<file path="config.mk">
export PLATFORM = sky130hd
export DESIGN_NAME = ahb_arbiter_flat
export DESIGN_NICKNAME = d
export VERILOG_FILES = /design/src/rtl/ahb_arbiter_if.sv /design/src/rtl/ahb_arbiter.sv /design/src/flat_wrapper.sv
export SDC_FILE = /design/constraint.sdc
export NUM_CORES = 1
export LEC_CHECK = 0
export CORE_MARGIN = 4
export CORE_UTILIZATION = 43
export CTS_CLUSTER_SIZE = 28
export DETAILED_ROUTE_END_ITERATION = 8
export GPL_TIMING_DRIVEN = 0
export PLACE_DENSITY = 0.73
export SLEW_MARGIN = 0
export SYNTH_ARGS = -nofsm -noshare
export SYNTH_HDL_FRONTEND = slang
export SYNTH_SLANG_ARGS = --single-unit
export TNS_END_PERCENT = 50
</file>
<file path="constraint.sdc">
create_clock -name hclk -period 2 [get_ports hclk]
set_clock_uncertainty 0.1 [all_clocks]
set_input_delay 0.4 -clock hclk [delete_from_list [all_inputs] [get_ports hclk]]
set_output_delay 0.4 -clock hclk [all_outputs]
set_load 0.01 [all_outputs]
</file>
<file path="src/rtl/ahb_arbiter_if.sv">
// Arbiter-facing AHB signal bundle: request/lock inputs, address-phase
// transfer info and ready in; grant, owning master and lock flag out.
interface ahb_arbiter_if #(
  parameter int unsigned NUM_MASTERS = 4,
  parameter int unsigned MASTER_W    = 2
);
  logic [NUM_MASTERS-1:0] hbusreq;
  logic [NUM_MASTERS-1:0] hlock;
  logic [1:0]             htrans;
  logic [2:0]             hburst;
  logic                   hready;
  logic [NUM_MASTERS-1:0] hgrant;
  logic [MASTER_W-1:0]    hmaster;
  logic                   hmastlock;

  // Requester / bus-fabric side
  modport master (
    output hbusreq, hlock, htrans, hburst, hready,
    input  hgrant, hmaster, hmastlock
  );

  // Arbiter side
  modport slave (
    input  hbusreq, hlock, htrans, hburst, hready,
    output hgrant, hmaster, hmastlock
  );
endinterface

</file>
<file path="src/rtl/ahb_arbiter.sv">
// AHB bus arbiter with fixed-length burst hold and locked-sequence hold.
// Define AHB_ARB_ROUND_ROBIN_EN for round-robin; otherwise lowest index wins.
module ahb_arbiter #(
  parameter int unsigned NUM_MASTERS    = 4,
  parameter int unsigned MASTER_W       = 2,
  parameter int unsigned DEFAULT_MASTER = 0
) (
  input logic          hclk,
  input logic          hresetn,
  ahb_arbiter_if.slave bus
);

  typedef enum logic [1:0] {StIdle, StOwn, StBurst, StLock} state_e;

  localparam logic [1:0]          TransIdle   = 2'd0;
  localparam logic [1:0]          TransNonseq = 2'd2;
  localparam logic [1:0]          TransSeq    = 2'd3;
  localparam logic [MASTER_W-1:0] DefIdx      = MASTER_W'(DEFAULT_MASTER);

  state_e              state_q, state_d;
  logic [MASTER_W-1:0] grant_q, grant_d;
  logic [MASTER_W-1:0] master_q;
  logic                mastlock_q;
  logic [4:0]          cnt_q, cnt_d;
  logic [MASTER_W-1:0] winner;
  logic                any_req;
  logic [4:0]          burst_len;
  logic                lock_req;
  logic                rearb;

  // Remaining SEQ beats after the NONSEQ; zero marks SINGLE/INCR.
  always_comb begin
    burst_len = 5'd0;
    case (bus.hburst)
      3'd2, 3'd3: burst_len = 5'd3;
      3'd4, 3'd5: burst_len = 5'd7;
      3'd6, 3'd7: burst_len = 5'd15;
      default:    burst_len = 5'd0;
    endcase
  end

`ifdef AHB_ARB_ROUND_ROBIN_EN
  logic [MASTER_W-1:0] ptr_q;
  logic [MASTER_W-1:0] idx;

  always_comb begin
    winner  = DefIdx;
    any_req = 1'b0;
    idx     = '0;
    for (int unsigned i = 1; i <= NUM_MASTERS; i++) begin
      idx = MASTER_W'((32'(ptr_q) + i) % NUM_MASTERS);
      if (!any_req && bus.hbusreq[idx]) begin
        winner  = idx;
        any_req = 1'b1;
      end
    end
  end

  always_ff @(posedge hclk or negedge hresetn) begin
    if (!hresetn) begin
      ptr_q <= DefIdx;
    end else if (bus.hready && (grant_d != grant_q)) begin
      ptr_q <= grant_d;
    end
  end
`else
  always_comb begin
    winner  = DefIdx;
    any_req = |bus.hbusreq;
    for (int i = int'(NUM_MASTERS) - 1; i >= 0; i--) begin
      if (bus.hbusreq[i[MASTER_W-1:0]]) winner = i[MASTER_W-1:0];
    end
  end
`endif

  assign lock_req = bus.hlock[grant_q] & bus.hbusreq[grant_q];

  always_comb begin
    state_d = state_q;
    grant_d = grant_q;
    cnt_d   = cnt_q;
    rearb   = 1'b0;
    if (bus.hready) begin
      case (state_q)
        StIdle, StOwn: begin
          if (lock_req) begin
            state_d = StLock;
            cnt_d   = '0;
          end else if (bus.htrans == TransNonseq && burst_len != 5'd0) begin
            state_d = StBurst;
            cnt_d   = burst_len;
          end else begin
            rearb = 1'b1;
          end
        end
        StBurst: begin
          // A lock takes over the burst; counter expiry then no longer matters.
          if (lock_req) begin
            state_d = StLock;
            cnt_d   = '0;
          end else if (bus.htrans == TransIdle || bus.htrans == TransNonseq) begin
            rearb = 1'b1;
          end else if (bus.htrans == TransSeq) begin
            if (cnt_q <= 5'd1) rearb = 1'b1;
            else               cnt_d = cnt_q - 5'd1;
          end
        end
        StLock: begin
          // Release edge keeps the grant; the following ready edge rearbitrates.
          if (!bus.hlock[grant_q]) state_d = StOwn;
        end
        default: state_d = StIdle;
      endcase
      if (rearb) begin
        cnt_d   = '0;
        grant_d = any_req ? winner : DefIdx;
        state_d = any_req ? StOwn : StIdle;
      end
    end
  end

  always_ff @(posedge hclk or negedge hresetn) begin
    if (!hresetn) begin
      state_q    <= StIdle;
      grant_q    <= DefIdx;
      master_q   <= DefIdx;
      mastlock_q <= 1'b0;
      cnt_q      <= '0;
    end else begin
      state_q <= state_d;
      grant_q <= grant_d;
      cnt_q   <= cnt_d;
      if (bus.hready) begin
        master_q   <= grant_q;
        mastlock_q <= bus.hlock[grant_q];
      end
    end
  end

  always_comb begin
    bus.hgrant          = '0;
    bus.hgrant[grant_q] = 1'b1;
  end

  assign bus.hmaster   = master_q;
  assign bus.hmastlock = mastlock_q;

endmodule

</file>
<file path="src/flat_wrapper.sv">
// flat-port wrapper written by rule: the top's interface ports become plain ports
module ahb_arbiter_flat 
#(
  parameter int unsigned NUM_MASTERS    = 4,
  parameter int unsigned MASTER_W       = 2,
  parameter int unsigned DEFAULT_MASTER = 0
)
  (hclk, hresetn, bus_hbusreq, bus_hlock, bus_htrans, bus_hburst, bus_hready, bus_hgrant, bus_hmaster, bus_hmastlock);
  ahb_arbiter_if #(.NUM_MASTERS(NUM_MASTERS), .MASTER_W(MASTER_W)) bus_i ();
  input logic hclk;
  input logic hresetn;
  input wire logic [$bits(bus_i.hbusreq)-1:0] bus_hbusreq;
  input wire logic [$bits(bus_i.hlock)-1:0] bus_hlock;
  input wire logic [$bits(bus_i.htrans)-1:0] bus_htrans;
  input wire logic [$bits(bus_i.hburst)-1:0] bus_hburst;
  input wire logic [$bits(bus_i.hready)-1:0] bus_hready;
  output wire logic [$bits(bus_i.hgrant)-1:0] bus_hgrant;
  output wire logic [$bits(bus_i.hmaster)-1:0] bus_hmaster;
  output wire logic [$bits(bus_i.hmastlock)-1:0] bus_hmastlock;
  assign bus_i.hbusreq = bus_hbusreq;
  assign bus_i.hlock = bus_hlock;
  assign bus_i.htrans = bus_htrans;
  assign bus_i.hburst = bus_hburst;
  assign bus_i.hready = bus_hready;
  assign bus_hgrant = bus_i.hgrant;
  assign bus_hmaster = bus_i.hmaster;
  assign bus_hmastlock = bus_i.hmastlock;
  ahb_arbiter #(.NUM_MASTERS(NUM_MASTERS), .MASTER_W(MASTER_W), .DEFAULT_MASTER(DEFAULT_MASTER)) u_core (.hclk(hclk), .hresetn(hresetn), .bus(bus_i));
endmodule
</file>
After elaboration in Yosys (flattened, before gate mapping)
Index checks and enable logic that the tools add are counted.
- bits in registers: 12
- input bits: 16
- output and inout bits: 7
- logic and storage cells: 77
- $add $sub $neg: 1
- order comparisons: 3
- equality and inequality tests: 17
- multiplexer cells: 35
- bitwise logic cells: 1
- reductions and logical operators: 15
- operator list (kind ; number):
    $mux 5 ; 7
    $mux 2 ; 10
    $eq 3x3->1 const B ; 4
    $pmux 4 s3 ; 1
    $mux 1 ; 11
    $pmux 5 s2 ; 1
    $eq 2x2->1 const B ; 4
    $ne 4x1->1 const B ; 2
    $ne 4x3->1 const B ; 2
    $reduce_or 2->1 ; 4
    $eq 3x2->1 const B ; 2
    $pmux 2 s3 ; 1
    $reduce_and 6->1 ; 1
    $le 5x1->1 const B ; 1
    $reduce_bool 5->1 ; 1
    $sub 5x1->5 const B ; 1
    $bmux 1 s2 ; 2
    $logic_not 2->1 ; 2
    $reduce_and 4->1 ; 1
    $reduce_or 4->1 ; 1
    $lt 2x3->1 const B ; 1
    $ne 3x1->1 const B ; 1
    $ne 3x3->1 const B ; 1
    $reduce_bool 3->1 ; 1
    other kinds (8) ; 9

Depth between registers and ports, before layout
Gate-level depths: netlist (run 1).
- depth after elaboration: 11
- depth in mapped cells: 6
- mapped depth without buffers: 6

Least setup slack after synthesis (run 1)
No wires, ideal clock.
- kind: register -> register
- start point: reg u_core.grant_q[0]
- end point: reg u_core.grant_q[0]
- setup time: 128 ps
- arrival time: 1723 ps
- data required time: 1772 ps
- setup slack: 50 ps
- cell stages (with the launch flop): 6
- buffers on the path: 1
- clock period less this slack: 1950 ps
- cell sequence: dfrtp_1 buf_6 mux4_2 and2_4 nor4_4 mux2_1
- word-level cells in the longest chain between the ends: 7
- elaborated cells on any way between the ends: 10
- those cells by class: 8 x mux; 1 x bitwise; 1 x reduce/logical
- RTL lines (item ; RTL line ; RTL):
    from (decl) ; ahb_arbiter.sv:21 ; logic [MASTER_W-1:0] grant_q, grant_d;
    from (signal assigned) ; ahb_arbiter.sv:125 ; grant_q <= DefIdx;
    from (signal assigned) ; ahb_arbiter.sv:131 ; grant_q <= grant_d;
    $bmux 1 s2 ; ahb_arbiter.sv:76 ; assign lock_req = bus.hlock[grant_q] & bus.hbusreq[grant_q];
    $mux 1 (implied by the code) ; ahb_arbiter.sv:76 ;
    $and 1x1->1 * ; ahb_arbiter.sv:76 ;
    $mux 1 (on tied branches) ; ahb_arbiter.sv:98, ahb_arbiter.sv:86 ;
    $pmux 1 s2 * ; ahb_arbiter.sv:84 ; case (state_q)
    $mux 1 * ; ahb_arbiter.sv:83 ; if (bus.hready) begin
    $reduce_and 2->1 (no source line) * ; -- ;
Mark *: on every way between the ends. The rest lies on a longest branch, timed or not. The select of a mux whose other input is x is not followed.
A chain may end at the register's enable or synchronous reset.

Worst setup path in the final report (run 1)
Same ends and word-level chain as after synthesis.

==> flow_metrics.env, run 1 <==
export IMPL_grt_overflow_total=0
export IMPL_ff2ff_path_depth=5
export IMPL_rsz0062_at_grt="true"
export IMPL_hold_path_end="u_core.state_q[1]"
export IMPL_vias=836
export IMPL_routedLengthMet1_um=945
export IMPL_max_cap_viol_count=0
export IMPL_viasPerCell=5.687
export IMPL_syn_to_final_growth_pct=46.07
export IMPL_cts_buffers=3
export IMPL_worstHoldPathCells=2
export IMPL_ys_ff_latch=12
export IMPL_grt_pass1_vias=855
export IMPL_ir_drop_mv=0.7900
export IMPL_start_util_pct=45.04
export IMPL_place_hpwl_um=1571
export IMPL_drc=0
export IMPL_cts_max_level=1
export IMPL_crit_chain="buf_6, mux4_2, and2_4, nor4_4, mux2_4"
export IMPL_crit_arrival_ns=2.13
export IMPL_cts_sinks=12
export IMPL_synth_top_flop_cell="dfrtp_1"
export IMPL_failed_checks="setup timing"
export IMPL_r2r_start="u_core.grant_q[0]"
export IMPL_final_min_clock_period_ns=2.059
export IMPL_max_stage_delay_ns=0.51
export IMPL_layout_nets=139
export IMPL_firstDrtPassIters=4
export IMPL_core_area_um2=1942
export IMPL_yosysSeqAreaShare_pct=34.33
export IMPL_ys_types=43
export IMPL_setup_viol=2
export IMPL_drive_gt1_share_pct=30.00
export IMPL_p_leak_nw=0.5720
export IMPL_cts_path_max_buffers=2
export IMPL_yosys_top_cells_area="dfrtp_1 (34%), mux2_2 (5.2%), mux4_2 (5.2%)"
export IMPL_maxUsedRoutingLayer="met4"
export IMPL_clkLatencyLatePin_ns=0.27
export IMPL_final_util_pct=65.79
export IMPL_gp_congestion=0.8103
export IMPL_slew_headroom_pct=63.05
export IMPL_synth_largest_area_cell="dfrtp_1"
export IMPL_end_kind="flip-flop"
export IMPL_async_flop_share_pct=100.0
export IMPL_rows=16
export IMPL_synth_area_um2=874.6
export IMPL_critical_path_max_fanout=8
export IMPL_synth_edf_count=0
export IMPL_startpoint_type="flip-flop"
export IMPL_yosys_warnings=0
export IMPL_power_density_nw_per_um2=1288
export IMPL_synthesis_nets=106
export IMPL_synth_top_area_share_pct=34.33
export IMPL_reg2reg_to="u_core.grant_q[0]"
export IMPL_clockRootBuffer="clkbuf_4"
export IMPL_drt_total_wl_um=2201
export IMPL_cp_required_ns=2.07
export IMPL_hold_ws_ns=0.3068
export IMPL_antenna_found_initial=0
export IMPL_grt_start_max_net_pins=13
export IMPL_port_buffers=20
export IMPL_rrSetupSlack_ns=-0.06
export IMPL_die_x_um=53.10
export IMPL_tightestPinTransition_ns=0.5525
export IMPL_synthCells=88
export IMPL_insertedDiodeCount=0
export IMPL_final_common_cell="dfrtp_1"
export IMPL_hold_path_startpoint="bus_hready"
export IMPL_wl_met2_um=1118
export IMPL_postSynthAreaPerCell_um2=9.939
export IMPL_crit_type="reg2reg"
export IMPL_period_share_pct=102.9
export IMPL_route_detailed_wl_per_inst_um=14.97
export IMPL_die_y_um=53.10
export IMPL_met3WireLength_um=111
export IMPL_outcome="finished, violations left"
export IMPL_min_path_type="in2reg"
export IMPL_slew_violations=0
export IMPL_dieArea_um2=2820
export IMPL_layout_common_cells="dfrtp_1 (11), clkdlybuf4s50_1 (10), inv_1 (9), buf_4 (9)"
export IMPL_ios=23
export IMPL_cts_tree="done"
export IMPL_grt_use_total_pct=18.27
export IMPL_setup_tns_ns=-0.1173
export IMPL_worst_slack_ns=-0.05890
export IMPL_cpMaxStageDelayCell="mux4_2"
export IMPL_drt_initial_drc_count=24
export IMPL_path_clk_slew_ns=0.08
export IMPL_ctsHoldBuffers=0
export IMPL_ant_nets=0
export IMPL_grt_pass1_wl_um=3712
export IMPL_n_fill_cell=153
export IMPL_fmax_mhz=485.7
export IMPL_hold_violations=0
==> metrics by stage <==
stage,area [um2],total power [W],std cells,setup WS [ns]
floorplan,874.6,0.0009708,88,0.04976
global placement,1109,0.001226,135,-0.4157
detailed placement,1109,0.001243,135,-0.4390
CTS,1185,0.001523,143,-0.06444
global route,1277,0.001763,147,-0.1189
finish,1277,0.001645,147,-0.05890
==> how the worst max path moves through the flow <==
stage / start / end / slack [ns] / depth (start not counted)
floorplan: u_core.grant_q[0] / u_core.grant_q[0] / 0.05 / 5
global placement: bus_hbusreq[3] / u_core.grant_q[1] / -0.42 / 5
detailed placement: bus_hbusreq[3] / u_core.grant_q[0] / -0.44 / 5
CTS: u_core.grant_q[0] / u_core.grant_q[0] / -0.06 / 5
global route: u_core.grant_q[0] / u_core.grant_q[1] / -0.12 / 5
finish: u_core.grant_q[0] / u_core.grant_q[0] / -0.06 / 5
==> critical path: cells and delay by family, from the launching register on <==
family | cells | cell delay [ns]
buf+inv | 1 | 0.13
simple gates | 2 | 0.54
mux | 2 | 0.84
flops | 1 | 0.35
==> sequential cells by signal (all words and copies together), names as in the netlist <==
signal and count:
u_core.state_q 2, u_core.cnt_q 5, u_core.bus.hmaster 2, u_core.bus.hmastlock 1, u_core.grant_q 2
==> area by class of cell <==
type / instances / area (um2) / share of cell area (%)
clock buffer: 4 / 36.28 / 2.840
tap: 27 / 33.78 / 2.644
sequential: 12 / 301.5 / 23.60
multi-input combinational: 65 / 594.3 / 46.52
buffer: 2 / 18.77 / 1.469
timing repair buffer: 28 / 259.0 / 20.27
inverter: 9 / 33.78 / 2.644
==> Yosys cell counts (2+ instances only) <==
| library cell | number |
|---|---|
| o211ai_1 | 2 |
| mux2_2 | 4 |
| nor3_1 | 3 |
| o21ai_0 | 2 |
| ha_1 | 2 |
| nand3_1 | 3 |
| mux4_2 | 2 |
| a21oi_1 | 3 |
| dfrtp_1 | 12 |
| mux2_1 | 2 |
| nor2_1 | 7 |
| a31oi_1 | 2 |
| o221ai_1 | 2 |
| nand2_1 | 3 |
| o31ai_1 | 2 |
| mux2i_1 | 2 |
| inv_1 | 9 |
==> routing by layer <==
| metal | vias up | global-route usage [%] |
|---|---|---|
| li1 | 405 | - |
| met1 | 397 | 21.40 |
| met2 | 30 | 32.64 |
| met3 | 4 | 4.225 |
| met4 | 0 | 5.532 |
| met5 | - | 0 |
==> logic make-up after synthesis <==
kind of cell,Yosys count,share of synthesized area (%)
AND/OR/NAND/NOR,29,19.89
AO/OA/AOI/OAI,23,20.74
flip-flops,12,34.33
buffers and inverters,11,6.009
multiplexers,10,15.16
adder cells (fa/ha/maj),2,2.861
XOR/XNOR,1,1.002
==> power breakdown <==
part,internal [W],switching (W),total (W)
Combinational,0.000521,0.000467,0.000988
Clock,0.000111,0.0000852,0.000196
Sequential,0.000345,0.000117,0.000462
Total,0.000976,0.000669,0.00165
==> timing repair <==
| action | CTS | global route |
|---|---|---|
| pin swaps | 2 | 5 |
| setup buffers | 4 | 4 |
| gates resized for setup | 10 | 13 |
| endpoints found under the setup margin | 5 | 10 |
Note: power is estimated with default switching activity, not from simulation.
==> inputs of run 2 (changes only) <==
--- a/config.mk
+++ b/config.mk
@@ -10,7 +10,7 @@
 export CTS_CLUSTER_SIZE = 28
 export DETAILED_ROUTE_END_ITERATION = 8
 export GPL_TIMING_DRIVEN = 0
-export PLACE_DENSITY = 0.73
+export PLACE_DENSITY = 0.75
 export SLEW_MARGIN = 0
 export SYNTH_ARGS = -nofsm -noshare
 export SYNTH_HDL_FRONTEND = slang
==> flow_metrics.env, run 2 (synthesis gave the netlist of run 1 again) <==
export IMPL_cp_required_ns=2.06
export IMPL_multi_input_area_um2=576.8
export IMPL_end_kind="flip-flop"
export IMPL_grt_start_max_net_pins=13
export IMPL_crit_type="reg2reg"
export IMPL_power_density_nw_per_um2=1287
export IMPL_place_area_um2=1109
export IMPL_grt_pass1_vias=773
export IMPL_n_fill_cell=175
export IMPL_maxUsedRoutingLayer="met4"
export IMPL_fin_area_um2=1209
export IMPL_period_share_pct=100.9
export IMPL_core_area_um2=1942
export IMPL_ios=23
export IMPL_ir_drop_mv=0.6787
export IMPL_ant_nets=0
export IMPL_failed_checks="setup timing"
export IMPL_setup_viol=2
export IMPL_syn_to_final_growth_pct=38.20
export IMPL_gp_congestion=0.9094
export IMPL_crit_chain="buf_6, mux4_2, and2_4, nor4_4, mux2_4"
export IMPL_startpoint_type="flip-flop"
export IMPL_fmax_mhz=495.6
export IMPL_hold_violations=0
export IMPL_place_hpwl_um=1550
export IMPL_critical_path_max_fanout=8
export IMPL_insertedDiodeCount=0
export IMPL_grt_overflow_total=0
export IMPL_slew_headroom_pct=65.09
export IMPL_routedLengthMet1_um=902
export IMPL_port_buffers=20
export IMPL_firstDrtPassIters=4
export IMPL_rrSetupSlack_ns=-0.02
export IMPL_drt_initial_drc_count=14
export IMPL_rsz0062_at_grt="true"
export IMPL_path_clk_slew_ns=0.07
export IMPL_worstHoldPathCells=2
export IMPL_ctsHoldBuffers=0
export IMPL_vias=810
export IMPL_layout_nets=133
export IMPL_grt_pass1_wl_um=3291
export IMPL_largest_register="u_core.cnt_q"
export IMPL_max_stage_delay_ns=0.51
export IMPL_antenna_found_initial=0
export IMPL_clkLatencyLatePin_ns=0.27
export IMPL_die_y_um=53.10
export IMPL_min_path_type="in2reg"
export IMPL_cts_path_max_buffers=2
export IMPL_die_x_um=53.10
export IMPL_clockRootBuffer="clkbuf_4"
export IMPL_drc=0
export IMPL_start_util_pct=45.04
export IMPL_cts_buffers=3
export IMPL_fin_cells=141
export IMPL_drt_total_wl_um=2060
export IMPL_viasPerCell=5.745
export IMPL_rows=16
export IMPL_route_detailed_wl_per_inst_um=14.61
export IMPL_tightestPinTransition_ns=0.5220
export IMPL_slew_violations=0
export IMPL_dp_cells=135
export IMPL_crit_arrival_ns=2.08
export IMPL_cpMaxStageDelayCell="mux4_2"
export IMPL_grt_use_total_pct=15.95
export IMPL_regArea_um2=300.3
export IMPL_layout_common_cells="clkdlybuf4s50_1 (12), dfrtp_1 (12), inv_1 (9)"
export IMPL_p_leak_nw=0.5197
export IMPL_final_min_clock_period_ns=2.018
export IMPL_dieArea_um2=2820
export IMPL_outcome="finished, violations left"
export IMPL_ff2ff_path_depth=5
export IMPL_worst_slack_ns=-0.01795
export IMPL_wl_met2_um=990
export IMPL_met3WireLength_um=151
export IMPL_drive_gt1_share_pct=21.93
export IMPL_cts_tree="done"
export IMPL_max_cap_viol_count=0
export IMPL_cts_sinks=12
export IMPL_largest_reg_flops=5
export IMPL_cts_max_level=1
## run 2: what timing repair did
| item | CTS | global route |
|---|---|---|
| buffers inserted | 2 | 0 |
| resized for setup | 11 | 5 |
| hold endpoints to repair | 0 | 0 |
| setup endpoints to repair | 6 | 10 |
| pin swaps | 2 | 3 |
## run 2: power by group
group	leakage [nW]	switching, W	internal (W)
Sequential	0.151	0.000115	0.000343
Clock	0.0210	0.0000824	0.000111
Combinational	0.348	0.000438	0.000465
Total	0.520	0.000636	0.000919
## run 2: path summary, 6_finish.rpt
path,endpoint,start
min reg2reg,u_core.bus.hmaster[0],u_core.bus.hmaster[0]
min in group asynchronous,u_core.cnt_q[0],hresetn
max,u_core.grant_q[0],u_core.grant_q[0]
min,u_core.cnt_q[4],bus_hready
max reg2reg,u_core.grant_q[0],u_core.grant_q[0]
max in group asynchronous,u_core.state_q[0],hresetn
## run 2: per-layer routing
| metal | up-vias | GRT usage (%) |
|---|---|---|
| li1 | 391 | - |
| met1 | 382 | 20.14 |
| met5 | - | 0 |
| met2 | 35 | 26.45 |
| met3 | 2 | 3.099 |
| met4 | 0 | 6.383 |
## run 2: per-stage QoR
stage	worst slack, ns	util, %	hold WS, ns	setup TNS (ns)	total power (W)
2_1_floorplan	0.04976	-	0.004409	0	0.0009708
3_3_place_gp	-0.4062	57.09	0.3907	-2.606	0.001227
3_5_place_dp	-0.4262	57.09	0.3992	-2.718	0.001241
4_1_cts	-0.06205	60.50	0.3012	-0.1220	0.001505
5_1_grt	-0.1051	62.24	0.3147	-0.3856	0.001671
6_report	-0.01795	62.24	0.2990	-0.03273	0.001555
## run 2: worst max-delay path, delay by kind of cell, from the launching register on
family / cells / cell delay, ns
buffers and inverters: 1 / 0.13
flip-flops: 1 / 0.34
AND/OR/NAND/NOR: 2 / 0.50
multiplexers: 2 / 0.84
## run 2: layout make-up
type	instances	share of cell area [%]
multi-input cells	65	47.72
inverters	9	2.795
plain buffers	2	1.553
well taps	27	2.795
repair buffers	22	17.29
clock buffers	4	3.002
flip-flops and latches	12	24.84
==> inputs of run 3 (changes only) <==
==> constraint.sdc (replaced) <==
create_clock -name hclk -period 1.7 [get_ports hclk]
set_clock_uncertainty 0.1 [all_clocks]
set_input_delay 0.34 -clock hclk [delete_from_list [all_inputs] [get_ports hclk]]
set_output_delay 0.34 -clock hclk [all_outputs]
set_load 0.01 [all_outputs]
==> flow_metrics.env, run 3 (synthesis gave the netlist of run 1 again) <==
export IMPL_p_leak_nw=0.5769
export IMPL_path_clk_slew_ns=0.08
export IMPL_place_ws_ns=-0.6663
export IMPL_fin_cells=152
export IMPL_failed_checks="setup timing"
export IMPL_clockRootBuffer="clkbuf_4"
export IMPL_layout_common_cells="dfrtp_1 (12), buf_4 (10), clkdlybuf4s50_1 (10)"
export IMPL_cts_buffers=3
export IMPL_drt_initial_drc_count=16
export IMPL_worst_slack_ns=-0.3431
export IMPL_layout_nets=144
export IMPL_rsz0062_at_grt="true"
export IMPL_die_x_um=53.10
export IMPL_drc=0
export IMPL_setup_viol=10
export IMPL_critical_path_max_fanout=4
export IMPL_core_area_um2=1942
export IMPL_worst_path_buf_inv=1
export IMPL_firstDrtPassIters=4
export IMPL_slew_headroom_pct=63.03
export IMPL_port_buffers=20
export IMPL_vias=874
export IMPL_grt_use_total_pct=19.22
export IMPL_route_detailed_wl_per_inst_um=15.54
export IMPL_cp_required_ns=1.76
export IMPL_dp_cells=135
export IMPL_largest_register="u_core.cnt_q"
export IMPL_final_common_cell="dfrtp_1"
export IMPL_ctsHoldBuffers=0
export IMPL_viasPerCell=5.750
export IMPL_grt_overflow_total=0
export IMPL_final_min_clock_period_ns=2.043
export IMPL_final_util_pct=69.07
export IMPL_syn_to_final_growth_pct=53.36
export IMPL_cts_tree="done"
export IMPL_crit_arrival_ns=2.11
export IMPL_cpMaxStageDelayCell="mux4_2"
export IMPL_ios=23
export IMPL_grt_pass1_vias=924
export IMPL_insertedDiodeCount=0
export IMPL_worst_path_dominant_cell_family="multiplexers"
export IMPL_max_stage_delay_ns=0.50
export IMPL_largest_reg_flops=5
export IMPL_crit_type="reg2reg"
export IMPL_end_kind="flip-flop"
export IMPL_ant_nets=0
export IMPL_die_y_um=53.10
export IMPL_n_fill_cell=164
export IMPL_outcome="finished, violations left"
export IMPL_hold_violations=0
export IMPL_antenna_found_initial=0
export IMPL_power_density_nw_per_um2=1589
export IMPL_period_share_pct=120.2
export IMPL_startpoint_type="flip-flop"
export IMPL_grt_pass1_wl_um=3905
export IMPL_ir_drop_mv=1.034
export IMPL_start_util_pct=45.04
export IMPL_cts_max_level=1
export IMPL_fin_total_pwr_w=0.002131
export IMPL_tightestPinTransition_ns=0.5528
export IMPL_drt_total_wl_um=2362
export IMPL_cts_sinks=12
export IMPL_slew_violations=0
export IMPL_rows=16
export IMPL_dieArea_um2=2820
export IMPL_cts_path_max_buffers=2
export IMPL_crit_chain="buf_6, mux4_2, and2_4, nor4_4, mux2_4"
export IMPL_clkLatencyLatePin_ns=0.27
export IMPL_max_cap_viol_count=0
export IMPL_gp_congestion=0.8726
export IMPL_fmax_mhz=489.5
export IMPL_place_hpwl_um=1528
export IMPL_drive_gt1_share_pct=39.20
export IMPL_hold_ws_ns=0.2317
export IMPL_grt_start_max_net_pins=13
export IMPL_min_path_type="in2reg"
## run 3: final timing paths
check / startpoint / end / slack [ns] / cells after the start
min in group asynchronous: hresetn / u_core.cnt_q[0] / 0.32 / 1
setup reg to reg: u_core.grant_q[0] / u_core.grant_q[1] / -0.34 / 5
max in group asynchronous: hresetn / u_core.cnt_q[4] / 0.82 / 1
hold / removal: bus_hready / u_core.cnt_q[4] / 0.23 / 2
hold reg to reg: u_core.bus.hmaster[1] / u_core.bus.hmaster[1] / 0.41 / 1
setup / recovery: u_core.grant_q[0] / u_core.grant_q[1] / -0.34 / 5
## run 3: area by class of cell
class | instances | area [um2] | area share (%)
Multi-Input combinational cell | 65 | 633.1 | 47.20
Sequential cell | 12 | 300.3 | 22.39
Timing Repair Buffer | 33 | 285.3 | 21.27
Clock buffer | 4 | 36.28 | 2.705
Inverter | 9 | 33.78 | 2.519
Tap cell | 27 | 33.78 | 2.519
Buffer | 2 | 18.77 | 1.399
## run 3: metrics by stage
stage	TNS [ns]	instance area (um2)
after global placement	-4.705	1130
final	-2.534	1341
after global routing	-3.095	1341
after floorplan	-0.5918	895.9
after detailed placement	-4.764	1130
after CTS	-1.825	1303
## run 3: what timing repair did
item                                    CTS  global route
endpoints found under the setup margin   13            12
pin swaps                                10             4
buffers inserted                         10             3
resized for setup                        33             9
## run 3: metal layers
layer,routed length (um),up-vias,share of wire [%],track usage (%)
met1,980,422,41,21.93
met2,1170,29,50,30.99
met3,160,6,6.8,5.634
met5,0,-,0,0
met4,51,0,2.2,12.34
li1,-,417,-,-
## run 3: where the power goes
group / total [W] / switching [W] / internal (W)
sequential: 0.000538 / 0.000135 / 0.000404
clock: 0.000230 / 0.0000996 / 0.000130
combinational: 0.00136 / 0.000643 / 0.000719
total: 0.00213 / 0.000877 / 0.00125
